==> config.mk <==
export PLATFORM = sky130hd
export DESIGN_NAME = mem_access
export DESIGN_NICKNAME = d
export VERILOG_FILES = /design/src/rtl/mem_access_pkg.sv /design/src/rtl/mem_access_lane.sv /design/src/rtl/mem_access.sv
export SDC_FILE = /design/constraint.sdc
export NUM_CORES = 1
export LEC_CHECK = 0
export BUFFER_PORTS_ARGS = -buffer_cell sky130_fd_sc_hd__buf_2
export CORE_ASPECT_RATIO = 1.2
export CORE_MARGIN = 2
export CORE_UTILIZATION = 45
export CTS_CLUSTER_SIZE = 16
export DETAILED_ROUTE_END_ITERATION = 8
export PLACE_DENSITY = 0.84
export SLEW_MARGIN = 40
export SYNTH_ARGS = -nofsm -noshare
export SYNTH_HDL_FRONTEND = slang
export SYNTH_HIERARCHICAL = 1
export SYNTH_SLANG_ARGS = --single-unit
==> constraint.sdc <==
create_clock -name CLK -period 6.75 [get_ports CLK]
set_input_delay 1.0125 -clock CLK [delete_from_list [all_inputs] [get_ports CLK]]
set_output_delay 1.0125 -clock CLK [all_outputs]
set_load 0.02 [all_outputs]
==> src/rtl/mem_access_pkg.sv <==
// Shared MIPS decode constants and MEM-stage FSM encoding for mem_access.
package mem_access_pkg;

  localparam logic [5:0] OP_R_FORM = 6'h00;
  localparam logic [5:0] OP_ADDI   = 6'h08;
  localparam logic [5:0] OP_LB     = 6'h20;
  localparam logic [5:0] OP_LH     = 6'h21;
  localparam logic [5:0] OP_LW     = 6'h23;
  localparam logic [5:0] OP_LBU    = 6'h24;
  localparam logic [5:0] OP_LHU    = 6'h25;
  localparam logic [5:0] OP_SB     = 6'h28;
  localparam logic [5:0] OP_SH     = 6'h29;
  localparam logic [5:0] OP_SW     = 6'h2B;

  typedef enum logic [1:0] {
    MEM_IDLE = 2'd0,
    MEM_REQ  = 2'd1,
    MEM_RESP = 2'd2
  } mem_state_e;

  function automatic logic is_store(input logic [5:0] op);
    return (op == OP_SB) || (op == OP_SH) || (op == OP_SW);
  endfunction

  function automatic logic is_mem(input logic [5:0] op);
    return (op == OP_LB) || (op == OP_LH) || (op == OP_LW) ||
           (op == OP_LBU) || (op == OP_LHU) || is_store(op);
  endfunction

  // Halfword on an odd address, or word on a non-multiple of four.
  function automatic logic misaligned(input logic [5:0] op, input logic [1:0] off);
    case (op)
      OP_LH, OP_LHU, OP_SH: return off[0];
      OP_LW, OP_SW:         return off != 2'd0;
      default:              return 1'b0;
    endcase
  endfunction

endpackage

==> src/rtl/mem_access_lane.sv <==
// Byte-lane steering: byte enables, store replication, load extract/extend.
// Purely combinational; BIG_ENDIAN selects which lane holds byte offset 0.
module mem_lane
  import mem_access_pkg::*;
#(
  parameter bit BIG_ENDIAN = 1'b1
) (
  input  logic [5:0]  i_op,
  input  logic [1:0]  i_off,
  input  logic [31:0] i_wdata,
  input  logic [31:0] i_rdata,
  output logic [3:0]  o_be,
  output logic [31:0] o_wdata,
  output logic [31:0] o_rdata
);

  logic [1:0]  w_lane;
  logic        w_hi;
  logic [7:0]  w_byte;
  logic [15:0] w_half;

  // Lane selection; halfwords only look at Addr[1], words ignore the offset.
  always_comb begin
    w_lane = BIG_ENDIAN ? (2'd3 - i_off) : i_off;
    w_hi   = BIG_ENDIAN ? ~i_off[1] : i_off[1];
    w_byte = i_rdata[8*w_lane +: 8];
    w_half = w_hi ? i_rdata[31:16] : i_rdata[15:0];
  end

  // Per-size enables, replicated store data and extended load data.
  always_comb begin
    o_be    = 4'hF;
    o_wdata = i_wdata;
    o_rdata = i_rdata;
    case (i_op)
      OP_LB, OP_LBU, OP_SB: begin
        o_be    = 4'b0001 << w_lane;
        o_wdata = {4{i_wdata[7:0]}};
        o_rdata = (i_op == OP_LB) ? {{24{w_byte[7]}}, w_byte} : {24'd0, w_byte};
      end
      OP_LH, OP_LHU, OP_SH: begin
        o_be    = w_hi ? 4'b1100 : 4'b0011;
        o_wdata = {2{i_wdata[15:0]}};
        o_rdata = (i_op == OP_LH) ? {{16{w_half[15]}}, w_half} : {16'd0, w_half};
      end
      default: ;
    endcase
  end

endmodule

==> src/rtl/mem_access.sv <==
// MIPS MEM stage: req/ack data-bus loads/stores with wait states, passthrough
// for non-memory ops. Optional misaligned-access trap: MEM_MISALIGN_TRAP_EN.
module mem_access
  import mem_access_pkg::*;
#(
  parameter bit BIG_ENDIAN = 1'b1
) (
  input  logic        CLK,
  input  logic        RST,
  input  logic        Start,
  input  logic [31:0] Ins,
  input  logic [31:0] Addr,
  input  logic [31:0] Wdata,
  output logic [31:0] Result,
  output logic        Done,
  output logic        Stall,
  output logic        AddrErr,
  output logic        mem_req,
  output logic        mem_we,
  output logic [31:0] mem_addr,
  output logic [3:0]  mem_be,
  output logic [31:0] mem_wdata,
  input  logic [31:0] mem_rdata,
  input  logic        mem_ack
);

  mem_state_e  r_state, w_next;
  logic [5:0]  r_op;
  logic [1:0]  r_off;
  logic [31:0] r_result, r_addr, r_wdata;
  logic [3:0]  r_be;
  logic        r_we;

  logic [5:0]  w_in_op, w_op;
  logic [1:0]  w_off;
  logic [3:0]  w_be;
  logic [31:0] w_wdata, w_rdata;
  logic        w_trap;
  logic        w_unused_ins;

  assign w_in_op      = Ins[31:26];
  assign w_unused_ins = ^Ins[25:0];

  // Lane logic sees the incoming instruction while idle, the latched one after.
  assign w_op  = (r_state == MEM_IDLE) ? w_in_op : r_op;
  assign w_off = (r_state == MEM_IDLE) ? Addr[1:0] : r_off;

  mem_lane #(.BIG_ENDIAN(BIG_ENDIAN)) u_lane (
    .i_op    (w_op),
    .i_off   (w_off),
    .i_wdata (Wdata),
    .i_rdata (mem_rdata),
    .o_be    (w_be),
    .o_wdata (w_wdata),
    .o_rdata (w_rdata)
  );

`ifdef MEM_MISALIGN_TRAP_EN
  logic r_err;
  assign w_trap = misaligned(w_in_op, Addr[1:0]);

  // Error flag is raised only for the RESP cycle of a trapped access.
  always_ff @(posedge CLK) begin
    if (RST)                                r_err <= 1'b0;
    else if (r_state == MEM_IDLE && Start)  r_err <= w_trap;
    else if (r_state == MEM_RESP)           r_err <= 1'b0;
  end
  assign AddrErr = r_err;
`else
  assign w_trap  = 1'b0;
  assign AddrErr = 1'b0;
`endif

  // State register.
  always_ff @(posedge CLK) begin
    if (RST) r_state <= MEM_IDLE;
    else     r_state <= w_next;
  end

  // Next-state: memory ops go through REQ, everything else straight to RESP.
  always_comb begin
    w_next = r_state;
    case (r_state)
      MEM_IDLE: if (Start) w_next = (is_mem(w_in_op) && !w_trap) ? MEM_REQ : MEM_RESP;
      MEM_REQ:  if (mem_ack) w_next = MEM_RESP;
      MEM_RESP: w_next = MEM_IDLE;
      default:  w_next = MEM_IDLE;
    endcase
  end

  // Outputs decoded from state.
  always_comb begin
    Done    = (r_state == MEM_RESP);
    Stall   = (r_state == MEM_REQ);
    mem_req = (r_state == MEM_REQ);
  end

  // Datapath: latch bus fields at Start, capture load data on ack.
  always_ff @(posedge CLK) begin
    if (RST) begin
      r_op     <= '0;
      r_off    <= '0;
      r_result <= '0;
      r_addr   <= '0;
      r_wdata  <= '0;
      r_be     <= '0;
      r_we     <= 1'b0;
    end else begin
      case (r_state)
        MEM_IDLE: if (Start) begin
          r_op  <= w_in_op;
          r_off <= Addr[1:0];
          if (is_mem(w_in_op) && !w_trap) begin
            r_addr  <= {Addr[31:2], 2'b00};
            r_be    <= w_be;
            r_wdata <= w_wdata;
            r_we    <= is_store(w_in_op);
          end else begin
            r_result <= Addr;
          end
        end
        MEM_REQ: if (mem_ack) begin
          r_result <= r_we ? 32'd0 : w_rdata;
          r_addr   <= '0;
          r_be     <= '0;
          r_wdata  <= '0;
          r_we     <= 1'b0;
        end
        default: ;
      endcase
    end
  end

  assign Result    = r_result;
  assign mem_we    = r_we;
  assign mem_addr  = r_addr;
  assign mem_be    = r_be;
  assign mem_wdata = r_wdata;

  // Upstream must not present a new Start while an access is in progress.
  a_start_idle: assert property (@(posedge CLK) disable iff (RST)
                                 Start |-> r_state == MEM_IDLE);

endmodule

==> metrics.txt <==
# TYPE chip_impl_metric gauge
chip_impl_metric{name="postSynth.asyncResetShare",unit="%"} 0
chip_impl_metric{name="synth.avg_cell_area",unit="um2"} 9.18
chip_impl_metric{name="timing.clock.skew",unit="ns"} 0.0126
chip_impl_metric{name="req_time_crit_path",unit="ns"} 6.98
chip_impl_metric{name="syn-cell-area",unit="um2"} 5790
chip_impl_info{name="hold_path.startpoint",value="r_op[2]"} 1
chip_impl_info{name="setup.worst_path.start_class",value="register"} 1
chip_impl_metric{name="cts_inserted_buffers",unit=""} 9
chip_impl_metric{name="design.die.area",unit="um2"} 13800
chip_impl_metric{name="finalSetupTns",unit="ns"} 0
chip_impl_info{name="tritoncts",value="done"} 1
chip_impl_metric{name="fmax",unit="GHz"} 0.300
chip_impl_metric{name="timing.final.crit_period",unit="ns"} 3.33
chip_impl_metric{name="number_of_nets_with_antenna_violations_after_routing",unit=""} 0
chip_impl_metric{name="drive_gt1_share",unit="%"} 37.3
chip_impl_info{name="yosys_most_used_dff",value="sky130_fd_sc_hd__dfxtp_1"} 1
chip_impl_metric{name="rd_place_congestion",unit=""} 0.793
chip_impl_info{name="status",value="complete, no violations"} 1
chip_impl_info{name="worst-setup-path-type",value="reg2reg"} 1
chip_impl_metric{name="grt_pass1_wl",unit="um"} 25300
chip_impl_metric{name="vdd_ir_drop_max",unit="mV"} 0.167
chip_impl_metric{name="post_synth_num_cell_types",unit=""} 43
chip_impl_metric{name="syn_to_final_growth",unit="%"} 21.9
chip_impl_info{name="rr_endpoint",value="Result[27]"} 1
chip_impl_metric{name="cp_max_fo",unit=""} 37
chip_impl_metric{name="design_power_total",unit="mW"} 1.61
chip_impl_metric{name="worstMarginPinSlew",unit="ns"} 0.770
chip_impl_metric{name="postSynthRegisterBits",unit=""} 109
chip_impl_metric{name="wl",unit="um"} 16500
chip_impl_info{name="layout_common_cells",value="207 x sky130_fd_sc_hd__buf_2, 109 x sky130_fd_sc_hd__dfxtp_1, 70 x sky130_fd_sc_hd__nor2b_1, 66 x sky130_fd_sc_hd__a22o_1, 60 x sky130_fd_sc_hd__nand2_1"} 1
chip_impl_info{name="clockRootBuffer",value="sky130_fd_sc_hd__clkbuf_16"} 1
chip_impl_metric{name="io_buffer_count",unit=""} 207
chip_impl_metric{name="post_synth_edffs",unit=""} 0
chip_impl_info{name="critical_path.endpoint_type",value="register"} 1
chip_impl_metric{name="static-leakage-power",unit="nW"} 3.38
chip_impl_metric{name="max_cap_violations",unit=""} 0
chip_impl_metric{name="initial_util",unit="%"} 45.9
chip_impl_metric{name="final_min_period_over_clock_period",unit="%"} 49.4
chip_impl_metric{name="post-route-drc-count",unit=""} 0
chip_impl_metric{name="core-area",unit="um2"} 12600
chip_impl_metric{name="ys.warnings.count",unit=""} 6
chip_impl_metric{name="final_design_area_no_fill",unit="um2"} 7060
chip_impl_metric{name="layout.area.seq",unit="um2"} 2180
chip_impl_metric{name="finalHoldViolations",unit=""} 0
chip_impl_metric{name="clock_path_buffers",unit=""} 2
chip_impl_metric{name="route.vias.total",unit=""} 5301
chip_impl_metric{name="worst_hold_path.num_cells",unit=""} 2
chip_impl_metric{name="post_synth_inst_count",unit=""} 631
chip_impl_metric{name="num_io_pins",unit=""} 237
chip_impl_info{name="timing.hold.worst.class",value="reg2reg"} 1
chip_impl_info{name="crit-reg2reg-launch",value="r_state[1]"} 1
chip_impl_metric{name="track_usage",unit="%"} 23.2
chip_impl_metric{name="fillers",unit=""} 1147
chip_impl_info{name="whs_endpoint",value="r_op[2]"} 1
chip_impl_metric{name="sequential_fraction_of_the_synthesis_area",unit="%"} 37.7
chip_impl_metric{name="post-cts-setup-buffer-count",unit=""} 0
chip_impl_metric{name="hpwlAfterDp",unit="um"} 11400
chip_impl_metric{name="drt-pass1-iter-count",unit=""} 7
chip_impl_metric{name="htree_num_levels",unit=""} 3
chip_impl_metric{name="post_cts_resized",unit=""} 0
chip_impl_metric{name="power_density",unit="nW/um2"} 228
chip_impl_metric{name="drv_slew",unit=""} 0
chip_impl_metric{name="largest_net_degree_at_the_start_of_global_routing",unit=""} 77
chip_impl_metric{name="multiInputGateArea",unit="um2"} 3250
chip_impl_metric{name="antennaDiodeCount",unit=""} 0
chip_impl_metric{name="first_global_vias",unit=""} 4981
chip_impl_info{name="layout.cells.most_common",value="sky130_fd_sc_hd__buf_2"} 1
chip_impl_metric{name="route.detailed.vias_per_inst",unit=""} 5.52
chip_impl_metric{name="floorplan.die.width",unit="um"} 108
chip_impl_metric{name="antenna_found_initial",unit=""} 0
chip_impl_metric{name="rr_worst_depth",unit=""} 9
chip_impl_metric{name="insertion_delay",unit="ns"} 0.35
chip_impl_metric{name="cts_num_sinks",unit=""} 109
chip_impl_info{name="grt_setup_unrepaired",value="false"} 1
chip_impl_metric{name="worst_reg_to_reg_setup_slack",unit="ns"} 3.42
chip_impl_metric{name="placement.cell_area",unit="um2"} 6730
chip_impl_metric{name="worst-endpoint-arrival",unit="ns"} 3.56
chip_impl_metric{name="worst_case_headroom_to_the_max_slew_limit",unit="%"} 48.6
chip_impl_metric{name="cts.clk_slew.worst_paths",unit="ns"} 0.07
chip_impl_metric{name="core.rowCount",unit=""} 45
chip_impl_metric{name="overflow",unit=""} 0
chip_impl_metric{name="layout.nets",unit=""} 924
chip_impl_metric{name="setup_viol",unit=""} 0
chip_impl_metric{name="wl_per_cell",unit="um"} 17.2
chip_impl_metric{name="drt_iter0_markers",unit=""} 437
chip_impl_metric{name="post_cts_hold_buffer_count",unit=""} 0
chip_impl_metric{name="die_h",unit="um"} 128
==> where the power goes <==
part	switching (mW)	leakage (nW)	internal [mW]	total [mW]
registers	0.0148	0.887	0.674	0.689
logic	0.202	2.34	0.149	0.351
clock network	0.246	0.156	0.328	0.573
==> layer usage <==
layer | vias up | share of wire, % | GRT usage [%]
met5 | - | 0 | 0
met4 | 0 | 2.2 | 7.24
met3 | 28 | 7.4 | 5.49
met2 | 218 | 48 | 39.4
met1 | 2503 | 42 | 29.0
li1 | 2552 | - | -
==> state kept, by name (all words and copies together), names as in the netlist <==
name	flops
mem_addr	30
r_state	2
Result	32
mem_be	4
r_op	6
r_off	2
mem_wdata	32
mem_we	1
==> worst max-delay path by stage <==
stage	endpoint	slack, ns	depth (start not counted)	startpoint
6_report	Result[27]	3.42	9	r_state[1]
5_1_grt	Result[27]	3.14	9	r_state[1]
4_1_cts	Result[6]	3.29	9	r_state[1]
3_5_place_dp	Result[6]	3.07	9	Ins[30]
3_3_place_gp	Result[0]	2.73	9	Ins[30]
2_1_floorplan	Result[10]	3.90	11	r_state[0]
==> cell families after synthesis <==
| kind of cell | share of synthesized area, % |
|---|---|
| DFF | 37.7 |
| muxes | 14.0 |
| other | 0.0647 |
| AOI/OAI and AO/OA | 22.6 |
| and+or+nand+nor | 18.7 |
| buffers and inverters | 6.87 |
==> through the flow <==
step / hold WS (ns) / setup slack [ns] / instances / utilization, %
2_1_floorplan: 0.434 / 3.90 / 633 / -
3_3_place_gp: 0.439 / 2.73 / 944 / 53.2
3_5_place_dp: 0.450 / 3.07 / 945 / 53.4
4_1_cts: 0.461 / 3.29 / 961 / 55.9
5_1_grt: 0.473 / 3.14 / 961 / 56.0
6_report: 0.459 / 3.42 / 961 / 56.0
==> layout make-up <==
cell class	instances	share of cell area, %
clock buffer	9	3.19
multi-input combinational	456	46.0
tap	164	2.91
inverter	2	0.106
clock inverter	7	1.40
timing repair buffer	214	15.5
sequential	109	30.9
==> critical path: stages, from the launching register on <==
cell,delay [ns]
sky130_fd_sc_hd__dfxtp_1,0.39
sky130_fd_sc_hd__nor2_2,0.39
sky130_fd_sc_hd__mux2_2,0.71
sky130_fd_sc_hd__inv_1,0.40
sky130_fd_sc_hd__o21ai_1,0.24
sky130_fd_sc_hd__a41oi_4,0.30
sky130_fd_sc_hd__a21o_1,0.29
sky130_fd_sc_hd__a21oi_1,0.15
sky130_fd_sc_hd__nor2_1,0.05
sky130_fd_sc_hd__mux2_2,0.28
==> synthesized netlist by cell type (3+ instances only) <==
cell type | number | area share, %
sky130_fd_sc_hd__a211oi_1 | 7 | 0.91
sky130_fd_sc_hd__a21o_1 | 16 | 2.1
sky130_fd_sc_hd__a21oi_1 | 42 | 3.6
sky130_fd_sc_hd__a221o_1 | 9 | 1.6
sky130_fd_sc_hd__a22o_1 | 66 | 10
sky130_fd_sc_hd__buf_2 | 21 | 1.8
sky130_fd_sc_hd__buf_4 | 21 | 2.7
sky130_fd_sc_hd__buf_6 | 5 | 0.97
sky130_fd_sc_hd__clkbuf_1 | 18 | 1.2
sky130_fd_sc_hd__dfxtp_1 | 109 | 38
sky130_fd_sc_hd__mux2_2 | 48 | 9.3
sky130_fd_sc_hd__mux2i_1 | 8 | 1.4
sky130_fd_sc_hd__mux4_1 | 3 | 1.4
sky130_fd_sc_hd__mux4_2 | 5 | 1.9
sky130_fd_sc_hd__nand2_1 | 60 | 3.9
sky130_fd_sc_hd__nand2b_1 | 4 | 0.43
sky130_fd_sc_hd__nand3_1 | 7 | 0.60
sky130_fd_sc_hd__nor2_1 | 49 | 3.2
sky130_fd_sc_hd__nor2b_1 | 71 | 7.7
sky130_fd_sc_hd__nor3_1 | 8 | 0.69
sky130_fd_sc_hd__o21ai_0 | 13 | 1.1
sky130_fd_sc_hd__o21ai_1 | 9 | 0.78
sky130_fd_sc_hd__o2bb2ai_1 | 7 | 1.1
No activity file was read; power rests on OpenSTA's default activity.
